==> src/rtl/ysyx_23060221_ifu_pkg.sv <==
// Shared definitions for the instruction fetch unit: FSM states, AXI
// encodings and the default reset PC.
package ysyx_23060221_ifu_pkg;

  typedef enum logic [2:0] {
    ST_IDLE,
    ST_AR,
    ST_R,
    ST_OUT,
    ST_WAIT
  } ifu_state_e;

  localparam logic [2:0]  SIZE_4B          = 3'b010;
  localparam logic [1:0]  RESP_OKAY        = 2'b00;
  localparam logic [1:0]  BURST_INCR       = 2'b01;
  localparam logic [31:0] RESET_PC_DEFAULT = 32'h3000_0000;

  // A fetch address is legal only when word aligned.
  function automatic logic pc_aligned(input logic [1:0] pc_lo);
    return (pc_lo == 2'b00);
  endfunction

endpackage

==> src/rtl/ysyx_23060221_ifu.sv <==
// Instruction fetch unit: owns the PC, issues one AXI4 read per
// instruction, hands the word to decode over valid/ready, then waits for
// the backend's next-PC redirect before fetching again.
module ysyx_23060221_ifu
  import ysyx_23060221_ifu_pkg::*;
#(
  parameter logic [31:0] RESET_PC = RESET_PC_DEFAULT,
  parameter bit          LANE_SEL = 1'b1
) (
  input  logic        clk,
  input  logic        rst,
  output logic        inst_valid,
  input  logic        inst_ready,
  output logic [31:0] inst,
  output logic [31:0] inst_pc,
  output logic        inst_err,
  input  logic        redirect_valid,
  input  logic [31:0] redirect_pc,
  output logic        arvalid,
  input  logic        arready,
  output logic [31:0] araddr,
  output logic [2:0]  arsize,
  input  logic        rvalid,
  output logic        rready,
  input  logic [63:0] rdata,
  input  logic [1:0]  rresp
);

  ifu_state_e  r_state;
  ifu_state_e  w_state_next;
  logic [31:0] r_pc;
  logic [31:0] w_pc_next;
  logic        w_fault;      // transition targets OUT with a misaligned-PC fault
  logic        w_redir_take; // redirect accepted this cycle
  logic [31:0] w_lane;

  logic        r_arvalid;
  logic        r_rready;
  logic        r_inst_valid;
  logic [31:0] r_inst;
  logic [31:0] r_inst_pc;
  logic        r_inst_err;

  // Upper 32-bit lane when the PC points at the high word of the beat.
  assign w_lane = (LANE_SEL && r_pc[2]) ? rdata[63:32] : rdata[31:0];

  // Redirects count only while waiting, or together with the OUT handshake.
  assign w_redir_take = redirect_valid &&
                        ((r_state == ST_WAIT) ||
                         (r_state == ST_OUT && inst_ready));

  // Next-state and next-PC selection.
  // NOTE: every comb output gets a default first so no path infers a latch.
  always_comb begin
    w_state_next = r_state;
    w_pc_next    = r_pc;
    w_fault      = 1'b0;
    case (r_state)
      ST_IDLE: begin
        if (pc_aligned(r_pc[1:0])) begin
          w_state_next = ST_AR;
        end else begin
          w_state_next = ST_OUT;
          w_fault      = 1'b1;
        end
      end
      ST_AR:   if (arready) w_state_next = ST_R;
      ST_R:    if (rvalid)  w_state_next = ST_OUT;
      ST_OUT:  if (inst_ready) w_state_next = ST_WAIT;
      ST_WAIT: w_state_next = ST_WAIT;
      default: w_state_next = ST_IDLE;
    endcase
    if (w_redir_take) begin
      w_pc_next = redirect_pc;
      if (pc_aligned(redirect_pc[1:0])) begin
        w_state_next = ST_AR;
      end else begin
        w_state_next = ST_OUT;
        w_fault      = 1'b1;
      end
    end
  end

  // State and PC registers.
  // NOTE: sequential state uses non-blocking assignments so every flop
  // samples values from before the edge.
  always_ff @(posedge clk or posedge rst) begin
    if (rst) begin
      r_state <= ST_IDLE;
      r_pc    <= RESET_PC;
    end else begin
      r_state <= w_state_next;
      r_pc    <= w_pc_next;
    end
  end

  // Registered handshake outputs and the instruction payload.
  always_ff @(posedge clk or posedge rst) begin
    if (rst) begin
      r_arvalid    <= 1'b0;
      r_rready     <= 1'b0;
      r_inst_valid <= 1'b0;
      r_inst       <= '0;
      r_inst_pc    <= '0;
      r_inst_err   <= 1'b0;
    end else begin
      r_arvalid    <= (w_state_next == ST_AR);
      r_rready     <= (w_state_next == ST_R);
      r_inst_valid <= (w_state_next == ST_OUT);
      if (w_fault) begin
        r_inst     <= '0;
        r_inst_pc  <= w_pc_next;
        r_inst_err <= 1'b1;
      end else if (r_state == ST_R && rvalid) begin
        r_inst     <= w_lane;
        r_inst_pc  <= r_pc;
        r_inst_err <= (rresp != RESP_OKAY);
      end else if (w_state_next == ST_AR && r_state != ST_AR) begin
        r_inst_err <= 1'b0;
      end
    end
  end

  assign arvalid    = r_arvalid;
  assign araddr     = r_pc;
  assign arsize     = SIZE_4B;
  assign rready     = r_rready;
  assign inst_valid = r_inst_valid;
  assign inst       = r_inst;
  assign inst_pc    = r_inst_pc;
  assign inst_err   = r_inst_err;

endmodule

==> config.mk <==
export PLATFORM = sky130hd
export DESIGN_NAME = ysyx_23060221_ifu
export DESIGN_NICKNAME = d
export VERILOG_FILES = /design/src/rtl/ysyx_23060221_ifu_pkg.sv /design/src/rtl/ysyx_23060221_ifu.sv
export SDC_FILE = /design/constraint.sdc
export NUM_CORES = 1
export LEC_CHECK = 0
export CAP_MARGIN = 20
export CORE_UTILIZATION = 42
export CTS_CLUSTER_DIAMETER = 150
export CTS_CLUSTER_SIZE = 28
export DETAILED_ROUTE_END_ITERATION = 8
export GPL_TIMING_DRIVEN = 0
export HOLD_SLACK_MARGIN = 0.06
export PLACE_DENSITY = 0.91
export SYNTH_ARGS = -nofsm -noshare
export SYNTH_HDL_FRONTEND = slang
export SYNTH_SLANG_ARGS = --single-unit
==> constraint.sdc <==
create_clock -name clk -period 4.6 [get_ports clk]
set_clock_uncertainty 0.05 [all_clocks]
set_input_delay 1.38 -clock clk [delete_from_list [all_inputs] [get_ports clk]]
set_output_delay 1.38 -clock clk [all_outputs]
set_load 0.02 [all_outputs]
==> run_results.csv <==
group,metric,value,unit
run_status,status,"finished clean",
timing,drv_slew,0,
power_and_ir_drop,power_switching,1.99,mW
timing,period_needed,3.19,ns
power_and_ir_drop,powerDensity,712,nW/um^2
floorplan,die_w,106,um
timing,setup_viol,0,
placement,portBuffers,203,
setup_path,crit_chain,"clkdlybuf4s50_1 > and4b_1 > o21ai_4 > buf_6 > mux2_2 > a221o_1",
synthesis,synth_top_area_share,55.5,%
synthesis,synth-seq-cells,103,
timing,tightest_slew,0.711,ns
synthesis,syn_area,4550,sq um
floorplan,coreArea,10400,sq um
cts,cts_hold_buffers,0,
power_and_ir_drop,clkPwrFrac,11.5,%
placement,post-place-cells,709,
cts,clk_latency,0.35,ns
detailed_routing,num_vias,3796,
timing,max_freq,314,MHz
cts,ctsResizeCount,0,
setup_path,ff2ff_setup_slack,2.37,ns
setup_path,cpPeakStageDelay,0.42,ns
synthesis,ys_top_cells_by_count,"dfrtp_1 (101), nor2_1 (47), mux2i_1 (43)",
detailed_routing,first_iter_violations,164,
synthesis,synthTopCellsByArea,"dfrtp_1 (56%), mux2i_1 (9.5%), mux2_2 (7.7%)",
synthesis,ys_types,33,
min_path,holdPathStages,1,
cts,cts_buffer_depth,2,
detailed_routing,wl_per_cell,17.9,um
cts,clock-sinks,103,
detailed_routing,ant_nets,0,
finish,utilization,67.1,%
timing,rsz0062_at_grt,"no",
setup_path,critPathCaptureType,"flop",
global_route,grt_use_total,23.2,%
cts,post_cts_buffers,0,
synthesis,syn_area_per_cell,12.4,sq um
synthesis,synth_cells,368,
cts,cts_root_buf,"clkbuf_8",
power_and_ir_drop,share_comb_of_total_power,55.9,%
cts,clk_pin_slew,0.09,ns
finish,drive_above_1_share,11.4,%
setup_path,worstReg2RegEnd,"inst_pc[23]$_DFFE_PP0P_",
power_and_ir_drop,p_int,2.98,mW
setup_path,rr_worst_depth,5,
min_path,min_to,"inst_pc[22]$_DFFE_PP0P_",
floorplan,row_count,37,
setup_path,start_kind,"input pin",
global_route,grt_pass1_wl,20.5,mm
power_and_ir_drop,sw_frac_of_total,40.1,%
synthesis,yosys_warnings,0,
timing,max_slew_margin,52.6,%
detailed_routing,drtPass1Iterations,4,
synthesis,synthFlopType,"dfrtp_1",
finish,final_nets,688,
cts,htreeDepth,3,
timing,hold_viol,0,
flow_run,drv_cap,0,
global_route,grt_antenna_before_repair,0,
floorplan,initial_core_util,43.7,%
global_route,overflow,0,
finish,final_cell_area,6990,sq um
power_and_ir_drop,ir_worst_vdd,0.000455,V
cts,cts_made_buffers,9,
finish,instances_no_fill,725,
synthesis,synth_top_area_cell,"dfrtp_1",
setup_path,cp.arrival,3.36,ns
power_and_ir_drop,p_seq_share,32.6,%
setup_path,worstPathRequired,4.77,ns
detailed_routing,drc,0,
synthesis,yosysMostFrequentCell,"dfrtp_1",
setup_path,r2r_start,"r_state[1]$_DFF_PP0_",
min_path,hold_path.class,"flop to flop",
setup_path,path_class,"input pin to flop",
detailed_routing,via_per_inst,5.24,
power_and_ir_drop,p_leak,2.91,nW
synthesis,synth_edf_count,0,
floorplan,dieArea,11300,sq um
placement,place_congestion,0.804,
global_route,grt_max_degree,53,
setup_path,crit_fanout,10,
power_and_ir_drop,power.total,4.97,mW
placement,place_hpwl,9.93,mm
synthesis,ys_seq_area_share,56.7,%
placement,dpl_cell_area,6790,sq um
finish,area_delta_synth_final,53.5,%
min_path,min_from,"inst_pc[22]$_DFFE_PP0P_",
floorplan,pin_count,207,
detailed_routing,drt_wl_total,13.0,mm
cts,cts_tree,"yes",
floorplan,die_height,106,um
finish,diodes,0,
synthesis,async_reset_ff_share,100,%
finish,n_fill_cell,793,
global_route,grt_pass1_vias,4041,
timing,post-route-period-util,69.3,%
setup_path,slowest_stage,"clkdlybuf4s50_1",
==> state kept, by name, indices dropped and copies added (netlist names) <==
| signal | cells |
|---|---|
| r_state | 3 |
| araddr | 32 |
| rready | 1 |
| arvalid | 1 |
| inst_err | 1 |
| inst | 32 |
| inst_pc | 32 |
| inst_valid | 1 |
==> area by class of cell <==
class | instances | area (sq um) | share of cell area (%)
buffer | 30 | 165 | 2.36
multi-input combinational | 234 | 1800 | 25.8
clock inverter | 4 | 55.1 | 0.788
clock buffer | 12 | 145 | 2.08
tap | 136 | 170 | 2.44
timing repair buffer | 204 | 2060 | 29.5
inverter | 2 | 10.0 | 0.143
sequential | 103 | 2580 | 36.9
==> per-stage QoR <==
| step | TNS [ns] | worst slack (ns) | hold slack, ns |
|---|---|---|---|
| after floorplan | 0 | 0.469 | 0.575 |
| after CTS | 0 | 1.40 | 0.474 |
| after detailed placement | 0 | 1.04 | 0.453 |
| after global placement | -80.82 | -0.808 | 0.444 |
| final | 0 | 1.41 | 0.473 |
| after global routing | 0 | 1.34 | 0.495 |
==> logic make-up (layout without fill, tap and decap cells) <==
family	count (synthesis)	after routing	share of synthesized area [%]
flops	103	103	56.7
simple gates	79	79	8.49
compound gates	77	77	13.4
mux	75	75	17.5
buf+inv	32	252	3.79
other cells	2	3	0.165
==> critical path: cells and delay by family <==
kind                   cells  cell delay (ns)
multiplexers               1             0.37
AO/OA/AOI/OAI              2             0.69
AND/OR/NAND/NOR            1             0.26
buffers and inverters      2             0.66
==> routing by layer <==
layer,global-route usage (%),share of wire [%]
met4,5.06,1.4
met2,42.0,52
met3,4.90,5.3
met1,28.1,42
met5,0,0
==> cell usage in the layout, fill, tap and decap left out, drive strengths merged <==
cell and n:
and4b 1, nor4bb 1, a221o 21, inv 2
o21a 1, dfstp 2, mux2i 43, nor3 1
and3b 1, nand2 2, or3 1, mux2 32
nor2 48, a21oi 13, o21bai 1, nor3b 1
conb 3, a221oi 1, and3 1, and2 22
clkbuf 28, bufinv 1, a211o 1, clkinvlp 1
clkdlybuf4s50 203, buf 15, clkinv 2, o311ai 1
o21ai 6, a211oi 32, dfrtp 101
==> power by group through the flow <==
stage	clock network, mW	registers, mW	logic [mW]
after floorplan	0	2.09	1.06
after global placement	0	1.60	2.70
after detailed placement	0	1.63	2.79
after CTS	0.581	1.62	2.80
after global routing	0.616	1.67	2.95
final	0.573	1.62	2.78
==> worst max path at each step <==
stage	from	end	slack [ns]	cells after the start
floorplan	rst	araddr[0]$_DFF_PP0_	0.47	1
global placement	rst	r_state[0]$_DFF_PP0_	-0.81	2
detailed placement	inst_ready	inst_pc[26]$_DFFE_PP0P_	1.04	6
CTS	inst_ready	inst_pc[26]$_DFFE_PP0P_	1.40	6
global route	rvalid	inst_pc[28]$_DFFE_PP0P_	1.34	6
finish	inst_ready	inst_pc[23]$_DFFE_PP0P_	1.41	6
Power figures use the tool's default switching activity.
